`src/rtl/seg_pkg.sv`:
```
// Shared types and active-low segment encodings for the seven-segment scan driver.
package seg_pkg;

  typedef enum logic [1:0] {
    DIG_ONES = 2'd0,
    DIG_TENS = 2'd1,
    DIG_MIN  = 2'd2
  } dig_e;

  // Segment order {g,f,e,d,c,b,a}, 0 = lit.
  localparam logic [6:0] SEG_0    = 7'b1000000;
  localparam logic [6:0] SEG_1    = 7'b1111001;
  localparam logic [6:0] SEG_2    = 7'b0100100;
  localparam logic [6:0] SEG_3    = 7'b0110000;
  localparam logic [6:0] SEG_4    = 7'b0011001;
  localparam logic [6:0] SEG_5    = 7'b0010010;
  localparam logic [6:0] SEG_6    = 7'b0000010;
  localparam logic [6:0] SEG_7    = 7'b1111000;
  localparam logic [6:0] SEG_8    = 7'b0000000;
  localparam logic [6:0] SEG_9    = 7'b0010000;
  localparam logic [6:0] SEG_DASH = 7'b0111111;
  localparam logic [6:0] SEG_OFF  = 7'b1111111;

  localparam logic [2:0] AN_OFF = 3'b111;

  function automatic logic [2:0] dig_an(input dig_e d);
    case (d)
      DIG_ONES: dig_an = 3'b110;
      DIG_TENS: dig_an = 3'b101;
      DIG_MIN:  dig_an = 3'b011;
      default:  dig_an = AN_OFF;
    endcase
  endfunction

endpackage

```
`src/rtl/bcd_to_seg.sv`:
```
// Combinational BCD nibble to active-low seven-segment decoder; non-decimal nibbles show a dash.
module bcd_to_seg
  import seg_pkg::*;
(
  input  logic [3:0] nib,
  output logic [6:0] seg
);

  always_comb begin
    seg = SEG_DASH;
    case (nib)
      4'd0: seg = SEG_0;
      4'd1: seg = SEG_1;
      4'd2: seg = SEG_2;
      4'd3: seg = SEG_3;
      4'd4: seg = SEG_4;
      4'd5: seg = SEG_5;
      4'd6: seg = SEG_6;
      4'd7: seg = SEG_7;
      4'd8: seg = SEG_8;
      4'd9: seg = SEG_9;
      default: seg = SEG_DASH;
    endcase
  end

endmodule

```
`src/rtl/seg_scan_driver.sv`:
```
// Three-digit multiplexed common-anode driver with per-frame latch, dead time and minutes blanking.
// Optional blink support is compiled in with SEG_BLINK_EN.
module seg_scan_driver
  import seg_pkg::*;
#(
  parameter int SCAN_DIV  = 2000,
  parameter int DEAD      = 4
`ifdef SEG_BLINK_EN
  ,
  parameter int BLINK_DIV = 64
`endif
) (
  input  logic        clk,
  input  logic        reset,
  input  logic [11:0] bcd,
  input  logic        blank,
`ifdef SEG_BLINK_EN
  input  logic        blink,
`endif
  output logic [6:0]  seg,
  output logic        dp,
  output logic [2:0]  an
);

  localparam int CW = (SCAN_DIV > 1) ? $clog2(SCAN_DIV) : 1;

  logic [CW-1:0] ctr;
  dig_e          idx;
  logic [11:0]   frm;
  logic [3:0]    nib;
  logic [6:0]    dec;
  logic          slot_end, frm_ld, dead, min_blank, dark, lit;

  assign slot_end  = (ctr == CW'(SCAN_DIV - 1));
  assign frm_ld    = slot_end && (idx == DIG_MIN);
  assign dead      = (ctr < CW'(DEAD));
  assign min_blank = (idx == DIG_MIN) && (frm[11:8] == 4'd0);
  assign lit       = !dark && !dead && !min_blank;

  always_comb begin
    nib = frm[3:0];
    case (idx)
      DIG_ONES: nib = frm[3:0];
      DIG_TENS: nib = frm[7:4];
      DIG_MIN:  nib = frm[11:8];
      default:  nib = frm[3:0];
    endcase
  end

  bcd_to_seg u_dec (.nib(nib), .seg(dec));

`ifdef SEG_BLINK_EN
  localparam int FW = (BLINK_DIV > 1) ? $clog2(BLINK_DIV) : 1;
  logic [FW-1:0] fcnt;
  logic          phase;

  // Dropping blink restarts the blink cadence so the next request begins lit.
  always_ff @(posedge clk) begin
    if (reset || !blink) begin
      fcnt  <= '0;
      phase <= 1'b0;
    end else if (frm_ld) begin
      if (fcnt == FW'(BLINK_DIV - 1)) begin
        fcnt  <= '0;
        phase <= ~phase;
      end else begin
        fcnt <= fcnt + 1'b1;
      end
    end
  end

  assign dark = blank || (blink && phase);
`else
  assign dark = blank;
`endif

  always_ff @(posedge clk) begin
    if (reset) begin
      ctr <= '0;
      idx <= DIG_ONES;
      frm <= '0;
    end else begin
      ctr <= slot_end ? '0 : ctr + 1'b1;
      if (slot_end) begin
        case (idx)
          DIG_ONES: idx <= DIG_TENS;
          DIG_TENS: idx <= DIG_MIN;
          default:  idx <= DIG_ONES;
        endcase
      end
      if (frm_ld) frm <= bcd;
    end
  end

  // Pins are registered from the pre-edge scan state, so they trail ctr/idx by one cycle.
  always_ff @(posedge clk) begin
    if (reset) begin
      an  <= AN_OFF;
      seg <= SEG_OFF;
      dp  <= 1'b1;
    end else begin
      an  <= lit ? dig_an(idx) : AN_OFF;
      seg <= (dark || min_blank) ? SEG_OFF : dec;
      dp  <= !(lit && (idx == DIG_MIN));
    end
  end

endmodule

```
`config.mk`:
```
export PLATFORM = sky130hd
export DESIGN_NAME = seg_scan_driver
export DESIGN_NICKNAME = d
export VERILOG_FILES = /design/src/rtl/seg_pkg.sv /design/src/rtl/bcd_to_seg.sv /design/src/rtl/seg_scan_driver.sv
export SDC_FILE = /design/constraint.sdc
export NUM_CORES = 1
export LEC_CHECK = 0
export BUFFER_PORTS_ARGS = -buffer_cell sky130_fd_sc_hd__buf_4
export CAP_MARGIN = 10
export CORE_MARGIN = 2
export CORE_UTILIZATION = 59
export CTS_CLUSTER_DIAMETER = 30
export DETAILED_ROUTE_END_ITERATION = 16
export PLACE_DENSITY_LB_ADDON = 0.25
export SLEW_MARGIN = 0
export SYNTH_ARGS = -nofsm -noshare
export SYNTH_HDL_FRONTEND = slang
export SYNTH_SLANG_ARGS = --single-unit
```
`constraint.sdc`:
```
create_clock -name clk -period 3.3 [get_ports clk]
set_input_delay 0.165 -clock clk [delete_from_list [all_inputs] [get_ports clk]]
set_output_delay 0.165 -clock clk [all_outputs]
set_load 0.005 [all_outputs]
```
==> results.cfg, run 1 <==
[floorplan]
initial_core_util_pct = 63.1
rows = 18
pin_count = 26
dieArea_um2 = 3130
die_w_um = 56.0
die_height_um = 56.0
core-area_um2 = 2520

[global_routing]
grt_util_met1_pct = 27.1
grt_first_pass_wirelength_um = 5460
grtUsageTotal_pct = 22.7
busiest_layer = met2
grt_use_met3_pct = 5.58
grt_max_degree = 19
grt-ovfl-total = 0
met2_usage_pct = 38.4
antenna_found_initial = 0
grt_pass1_vias = 1226

[setup_path]
crit_family = simple AND/OR/NAND/NOR gates
max_stage_delay_ps = 870
crit_buf_inv = 2
cp_slowest_cell = nor4_4
crit_top_cell = inv_1
required_ps = 3540
crit_path_start_kind = flop
arrival_ps = 2490
cp_cell_sequence = inv_1 -> ha_1 -> inv_1 -> nor4_4 -> mux2i_1 -> nor2_1
crit_type = reg -> reg
ff2ff_setup_slack_ps = 1050
cp-end-kind = flop
crit_fanout = 12

[logic_synthesis]
ys_seq_area_share_pct = 45.2
syn-instance-count = 170
synth.area.top_cells = dfxtp_1 (45%), mux2i_1 (9.4%), nor2_1 (8.2%)
synth-seq-cells = 36
avgSynthCellArea_um2 = 9.37
ys.warnings.count = 0
yosysTopAreaCellShare_pct = 45.2
synth_cell_type_count = 29
synth_largest_area_cell = dfxtp_1
syn_nets = 194
netlist_area_um2 = 1590

[final_layout]
finalNetCount = 219
antenna-diode-count = 0
layout-drive-gt1-share_pct = 18.9
synthToLayoutAreaGrowth_pct = 16.5
fillCellCount = 198

[timing]
setup_viol = 0
rsz0062_at_grt = false
timing_worst_slew_pin_value_ps = 960
clock_skew_ps = 13.0
slew-limit-headroom_pct = 35.5
finalCritPeriodShare_pct = 68.1
finalHoldViolCount = 0
fin_tns_setup_ps = 0
timing.hold.ws_ps = 52.0
min_period_ps = 2250
fmax_mhz = 445
drv_slew = 0

[power_and_ir_drop]
ir_worst_vdd_mv = 0.419
p_leak_nw = 0.710
power.density_nw_per_um2 = 423
power_uw = 784

[clock_network]
ctsHoldBuffers = 0
cts_root_buffer = clkbuf_4
cts_buffers = 5
htreeDepth = 2
post_cts_resized = 0
clk_latency_ps = 340
post_cts_buffers = 0
clockBufferDepth = 2
path_clk_slew_ps = 110
cts.sinks = 36
cts_tree = done

[routing]
firstDrtPassIters = 4
wirelength_um = 3110
vias = 1269
route.detailed.drc = 0
vias_per_cell = 5.62
drt_iter0_markers = 44
wl_per_cell_um = 13.8
postRouteAntennaNets = 0

[placement]
routabilityCongestion = 0.832
dpl.hpwl_um = 2380
numPortBuffers = 25

[status]
status = finished, final reports clean

[hold_path]
hold_class = in -> reg

[flow_run]
max_cap_violations = 0
-- cells in the mapped netlist, drive strengths merged --
cell / instances
nor3: 5
a21oi: 6
nor4: 2
xor2: 2
xnor2: 7
o21ai: 4
a22oi: 4
o211ai: 1
nand4: 4
or2: 2
a211oi: 3
nand2: 8
and3: 1
a211o: 1
ha: 9
dfxtp: 36
a21o: 4
inv: 6
buf: 3
mux2i: 15
or4: 1
o221ai: 1
nand3: 6
nor2: 35
clkbuf: 4
-- metal layers --
layer,share of wire [%],vias up
li1,-,631
met5,0,-
met4,1.3,0
met2,51,36
met1,42,597
met3,5.2,5
-- worst reg2reg max path: stages (launching register included) --
cell,delay (ps)
dfxtp_1,360
inv_1,110
ha_1,330
inv_1,120
nor4_4,870
mux2i_1,290
nor2_1,70
-- final cells by class --
cell class	count	area, µm²	area share [%]
clock buffer	6	41.3	2.23
inverter	6	22.5	1.21
timing repair buffer	25	188	10.1
clock inverter	2	35.0	1.89
tap	30	37.5	2.02
multi-input combinational	121	811	43.7
sequential	36	721	38.8
-- cell families (layout without fill, tap and decap cells) --
| group | Yosys count | after routing | synth area share, % |
|---|---|---|---|
| buf+inv | 13 | 39 | 3.85 |
| xor+xnor | 9 | 9 | 4.95 |
| fa+ha+maj | 9 | 9 | 7.07 |
| compound gates | 24 | 24 | 9.90 |
| flops | 36 | 36 | 45.2 |
| mux | 15 | 15 | 9.43 |
| simple gates | 64 | 64 | 19.6 |
-- cells in the final DEF, fill, tap and decap left out, types with 5 or more instances in the layout --
master / n
buf_4: 25
clkbuf_4: 5
nor3_1: 5
ha_1: 9
dfxtp_1: 36
xnor2_1: 7
nand2_1: 8
nor2_1: 35
nand3_1: 6
mux2i_1: 15
a21oi_1: 6
inv_1: 6
-- final timing paths --
check | from | to | depth (start not counted)
setup / recovery | idx[0] | frm[9] | 6
hold / removal | bcd[11] | frm[11] | 3
setup reg to reg | idx[0] | frm[9] | 6
hold reg to reg | ctr[0] | ctr[0] | 1
-- sequential cells by signal, summed over array words and instances, names as in the netlist --
signal,count
idx,2
dp,1
frm,12
ctr,11
seg,7
an,3
-- power by group --
part | internal, mW | total (mW) | switching [mW]
Clock | 0.159 | 0.300 | 0.142
Sequential | 0.442 | 0.446 | 0.00408
Combinational | 0.0219 | 0.0381 | 0.0163
-- stage by stage --
stage | setup slack [ps] | instance area (µm²) | util (%) | instances
floorplan | 1330 | 1590 | - | 170
global placement | 1190 | 1780 | 70.5 | 218
global route | 853 | 1860 | 73.6 | 226
detailed placement | 1060 | 1780 | 70.5 | 218
CTS | 1040 | 1860 | 73.6 | 226
finish | 1050 | 1860 | 73.6 | 226
Power figures use the tool's default switching activity.
==> run 2, diff against run 1 <==
--- a/config.mk
+++ b/config.mk
@@ -5,10 +5,11 @@
 export SDC_FILE = /design/constraint.sdc
 export NUM_CORES = 1
 export LEC_CHECK = 0
+export ABC_AREA = 1
 export BUFFER_PORTS_ARGS = -buffer_cell sky130_fd_sc_hd__buf_4
 export CAP_MARGIN = 10
 export CORE_MARGIN = 2
-export CORE_UTILIZATION = 59
+export CORE_UTILIZATION = 50
 export CTS_CLUSTER_DIAMETER = 30
 export DETAILED_ROUTE_END_ITERATION = 16
 export PLACE_DENSITY_LB_ADDON = 0.25
==> constraint.sdc (replaced) <==
create_clock -name clk -period 1.9 [get_ports clk]
set_input_delay 0.095 -clock clk [delete_from_list [all_inputs] [get_ports clk]]
set_output_delay 0.095 -clock clk [all_outputs]
set_load 0.005 [all_outputs]
==> results.cfg, run 2 <==
[status]
status = finished, final reports clean

[hold_path]
hold_depth = 5
hold_end = seg[1]
hold_class = in -> reg
min_from = blank

[global_routing]
grt_use_met3_pct = 4.32
antenna_found_initial = 0
grtUsageTotal_pct = 18.5
met2_usage_pct = 30.0
grt_first_pass_wirelength_um = 5810
grt_max_degree = 25
grt-ovfl-total = 0
grt_pass1_vias = 1418
grt_util_met1_pct = 23.0
busiest_layer = met2

[setup_path]
crit_fanout = 5
reg2regPathDepth = 12
r2r-start = idx[1]
crit_buf_inv = 3
cp_slowest_cell = dfxtp_2
path_depth = 12
cp_cell_sequence = inv_1 -> ha_2 -> nand2_1 -> nand3_1 -> nand2_1 -> buf_4 -> ha_1 -> inv_1 -> nand2_1 -> nand2_1 -> nand2_1 -> nand2_1
cp-end-kind = flop
crit_type = reg -> reg
ff2ff_setup_slack_ps = 170
crit_top_cell = nand2_1
crit_path_start_kind = flop
arrival_ps = 1950
r2r-end = seg[3]
crit_family = adder cells
required_ps = 2130
max_stage_delay_ps = 340

[placement]
placed_area_um2 = 1960
dpl.hpwl_um = 2220
dp.cells = 317
numPortBuffers = 25
dp_slack_ps = 103
routabilityCongestion = 0.836

[clock_network]
clockBufferDepth = 2
cts.sinks = 36
cts_root_buffer = clkbuf_4
path_clk_slew_ps = 110
clk_latency_ps = 340
cts_tree = done
post_cts_buffers = 0
cts_buffers = 5
htreeDepth = 2

[routing]
drt_iter0_markers = 74
wirelength_um = 3090
firstDrtPassIters = 4
vias = 1527
route.detailed.drc = 0
vias_per_cell = 4.52
wl_per_cell_um = 9.14
postRouteAntennaNets = 0

[final_layout]
synthToLayoutAreaGrowth_pct = 29.0
final_common_cell = nand2_1
top_register = frm
final_cell_area_um2 = 2210
layout-drive-gt1-share_pct = 17.8
fillCellCount = 320
antenna-diode-count = 0
finalNetCount = 315
final_cell_mix = nand2_1 (80), nor2_1 (39), dfxtp_1 (35), buf_4 (30), inv_1 (27)
reg_top3 = frm x12, ctr x11, seg x7
largest_reg_flops = 12
layoutNonFillerInstCount = 338

[logic_synthesis]
async_reset_ff_share_pct = 0
synth-seq-cells = 36
synth_largest_area_cell = dfxtp_1
syn-instance-count = 246
ys.warnings.count = 0
syn_nets = 270
ys_seq_area_share_pct = 42.0
avgSynthCellArea_um2 = 6.97
synth.area.top_cells = dfxtp_1 (42%), nand2_1 (18%), nor2_1 (8.5%)
synth_commonest_cells = nand2_1 (82), nor2_1 (39), dfxtp_1 (36)
synthFlopType = dfxtp_1
synth-edff-count = 0
yosysTopAreaCellShare_pct = 42.0
yosysMostFrequentCell = nand2_1
synth_cell_type_count = 25
netlist_area_um2 = 1720

[floorplan]
pin_count = 26
rows = 21
die_w_um = 62.6
dieArea_um2 = 3920
initial_core_util_pct = 51.8
core-area_um2 = 3310
die_height_um = 62.6

[power_and_ir_drop]
p_leak_nw = 1.07
ir_worst_vdd_mv = 0.415
power.density_nw_per_um2 = 656

[timing]
timing_worst_slew_pin_value_ps = 374
min_period_ps = 1730
slew-limit-headroom_pct = 75.0
fmax_mhz = 579
setup_viol = 0
drv_slew = 0
finalHoldViolCount = 0
clock_skew_ps = 15.4
worst_slack_ps = 173
finalCritPeriodShare_pct = 90.9

[flow_run]
max_cap_violations = 0
==> run 2: layout make-up <==
class / count / area (µm²) / area share, %
Sequential cell: 36 / 722 / 32.6
Inverter: 29 / 109 / 4.92
Clock buffer: 7 / 65.1 / 2.94
Tap cell: 46 / 57.6 / 2.60
Timing Repair Buffer: 43 / 355 / 16.1
Clock inverter: 1 / 30.0 / 1.36
Multi-Input combinational cell: 176 / 875 / 39.5
==> run 2: kinds of logic after synthesis <==
group | synth area share (%)
AOI/OAI and AO/OA | 3.14
xor gates and xnor gates | 1.02
adders and majority gates | 6.56
buffers and inverters | 8.31
DFF | 42.0
and+or+nand+nor | 38.9
==> run 2: what timing repair did <==
action,in CTS,in global routing
hold endpoints to repair,14,0
hold buffers,13,0
resized for setup,0,7
setup endpoints to repair,0,7
==> run 2: worst reg2reg max path, cell delays in order (launching register included) <==
cell and delay (ps):
dfxtp_2 340, inv_1 140, ha_2 260, nand2_1 70
nand3_1 70, nand2_1 70, buf_4 150, ha_1 270
inv_1 30, nand2_1 50, nand2_1 50, nand2_1 60
nand2_1 50
==> run 2: worst max path at each step <==
stage          startpoint  endpoint  slack (ps)
5_1_grt            idx[1]    seg[3]        -0.2
3_5_place_dp       idx[1]    seg[5]         100
2_1_floorplan      idx[0]    seg[5]          30
6_report           idx[1]    seg[3]         170
4_1_cts            idx[1]    seg[5]          70
3_3_place_gp       idx[1]    seg[5]         150
==> run 2: power breakdown <==
group / leakage, nW / internal, mW / switching [mW]
Sequential: 0.293 / 0.767 / 0.00576
Clock: 0.0515 / 0.349 / 0.245
Combinational: 0.721 / 0.0529 / 0.0312
==> run 2: through the flow <==
| stage | hold slack [ps] | TNS [ps] | utilization [%] | power (mW) |
|---|---|---|---|---|
| 5_1_grt | 195 | -0.189 | 66.9 | 1.52 |
| 6_report | 164 | 0 | 66.9 | 1.45 |
| 3_3_place_gp | 283 | 0 | 59.3 | 0.853 |
| 4_1_cts | 160 | 0 | 66.1 | 1.47 |
| 2_1_floorplan | 164 | 0 | - | 0.815 |
| 3_5_place_dp | 284 | 0 | 59.3 | 0.854 |
==> run 2: layer usage <==
layer	vias to the layer above	part of all wire [%]
li1	845	-
met1	648	50
met2	26	44
met3	8	3.6
met4	0	2.1
met5	-	0
==> run 3, diff against run 2 <==
--- a/config.mk
+++ b/config.mk
@@ -10,9 +10,8 @@
 export CAP_MARGIN = 10
 export CORE_MARGIN = 2
 export CORE_UTILIZATION = 50
-export CTS_CLUSTER_DIAMETER = 30
 export DETAILED_ROUTE_END_ITERATION = 16
-export PLACE_DENSITY_LB_ADDON = 0.25
+export PLACE_DENSITY = 0.85
 export SLEW_MARGIN = 0
 export SYNTH_ARGS = -nofsm -noshare
 export SYNTH_HDL_FRONTEND = slang
==> results.cfg, run 3 (synthesis results as in run 2) <==
[setup_path]
r2r-start = idx[1]
ff2ff_setup_slack_ps = 150
max_stage_delay_ps = 380
required_ps = 2120
crit_fanout = 7
r2r-end = seg[0]
crit_path_start = idx[1]
cp_cell_sequence = inv_2 -> ha_4 -> buf_4 -> nand3_1 -> nand2_1 -> nand2_1 -> a21oi_2 -> nand2_1
endpoint = seg[0]
reg2regPathDepth = 8
crit_top_cell = nand2_1
crit_path_start_kind = flop
crit_type = reg -> reg
cp_slowest_cell = dfxtp_1
cp-end-kind = flop
arrival_ps = 1980

[timing]
drv_slew = 0
fmax_mhz = 570
min_period_ps = 1750
clock_skew_ps = 6.30
setup_viol = 0
slew-limit-headroom_pct = 74.2
timing_worst_slew_pin_value_ps = 384
finalHoldViolCount = 0
finalCritPeriodShare_pct = 92.3

[clock_network]
htreeDepth = 2
cts.sinks = 36
cts_root_buffer = clkbuf_4
cts_buffers = 5
clockBufferDepth = 2
cts_tree = done
path_clk_slew_ps = 100
clk_latency_ps = 330

[routing]
postRouteAntennaNets = 0
wl_met3_um = 178
wirelength_um = 3280
top_layer_used = met4
route.detailed.drc = 0
wl_per_cell_um = 9.71
drt_iter0_markers = 87
wl_met1_um = 1510
met2RoutedLength_um = 1550
vias = 1547
vias_per_cell = 4.58
firstDrtPassIters = 4

[power_and_ir_drop]
p_clk_share_pct = 32.7
pwr-share-comb_pct = 6.7
p_seq_share_pct = 60.6
p_leak_nw = 1.05
ir_worst_vdd_mv = 0.324
intPower_mw = 1.00
power_mw = 1.28
p_sw_share_pct = 21.4
power.density_nw_per_um2 = 587
switchingPower_uw = 273

[floorplan]
die_height_um = 62.6
core-area_um2 = 3310
initial_core_util_pct = 51.8
die_w_um = 62.6
dieArea_um2 = 3920
pin_count = 26
rows = 21

[final_layout]
synthToLayoutAreaGrowth_pct = 26.5
final-seq-area_um2 = 721
final_cell_mix = nand2_1 (82), nor2_1 (39), dfxtp_1 (36), buf_4 (30), inv_1 (25)
fillCellCount = 287
layoutNonFillerInstCount = 338
multi_input_area_um2 = 870
finalNetCount = 315
layout-drive-gt1-share_pct = 16.8
top_register = frm
final_cell_area_um2 = 2170
antenna-diode-count = 0
largest_reg_flops = 12
reg_top3 = frm x12, ctr x11, seg x7
final_common_cell = nand2_1

[global_routing]
grt_first_pass_wirelength_um = 5930
grt-ovfl-total = 0
grtUsageTotal_pct = 18.8
antenna_found_initial = 0
grt_pass1_vias = 1469
grt_max_degree = 25

[hold_path]
hold_class = in -> reg

[status]
status = finished, final reports clean

[placement]
dpl.hpwl_um = 2300
placed_area_um2 = 1960
dp.cells = 317
routabilityCongestion = 0.834
numPortBuffers = 25

[flow_run]
max_cap_violations = 0
run 3: what timing repair did:
action | CTS | global route
gates resized for setup | 0 | 6
endpoints found under the setup margin | 0 | 6
hold endpoints to repair | 14 | 0
hold buffers | 13 | 0
setup buffers | 0 | 0
run 3: metal layers:
metal / GRT usage (%) / vias to the layer above
li1: - / 849
met4: 8.33 / 0
met1: 22.6 / 655
met3: 4.68 / 5
met2: 31.9 / 38
met5: 0 / -
run 3: per-stage QoR:
step / setup WS [ps] / TNS, ps / util (%) / hold slack, ps
floorplan: 34.3 / 0 / - / 164
global placement: 159 / 0 / 59.3 / 285
detailed placement: 68.8 / 0 / 59.3 / 286
CTS: 43.3 / 0 / 65.0 / 162
global route: -0.992 / -0.992 / 65.6 / 191
finish: 147 / 0 / 65.6 / 159
run 3: final cells by class:
cell class              count  area share [%]
multi-input cells         176            40.1
clock buffers               8            2.71
inverters                  29            5.01
well taps                  46            2.65
repair buffers             43            16.4
flip-flops and latches     36            33.2
run 3: power by group through the flow:
stage / clock network [mW] / registers, mW / logic (mW)
final: 0.417 / 0.773 / 0.0852
after global routing: 0.467 / 0.775 / 0.0956
after CTS: 0.429 / 0.773 / 0.0849
after detailed placement: 0 / 0.790 / 0.0638
after global placement: 0 / 0.790 / 0.0629
after floorplan: 0 / 0.791 / 0.0245
run 3: worst min path at each step:
stage | cells after the start | from | to
detailed placement | 2 | reset | idx[0]
floorplan | 1 | reset | idx[0]
finish | 5 | blank | seg[2]
CTS | 5 | blank | seg[2]
global route | 5 | blank | seg[2]
global placement | 2 | reset | idx[0]
run 3: critical path: cells and delay by family (launching register included):
family          cells  cell delay, ps
fa+ha+maj           1             290
flops               1             380
compound gates      1             220
simple gates        4             540
buf+inv             2             210
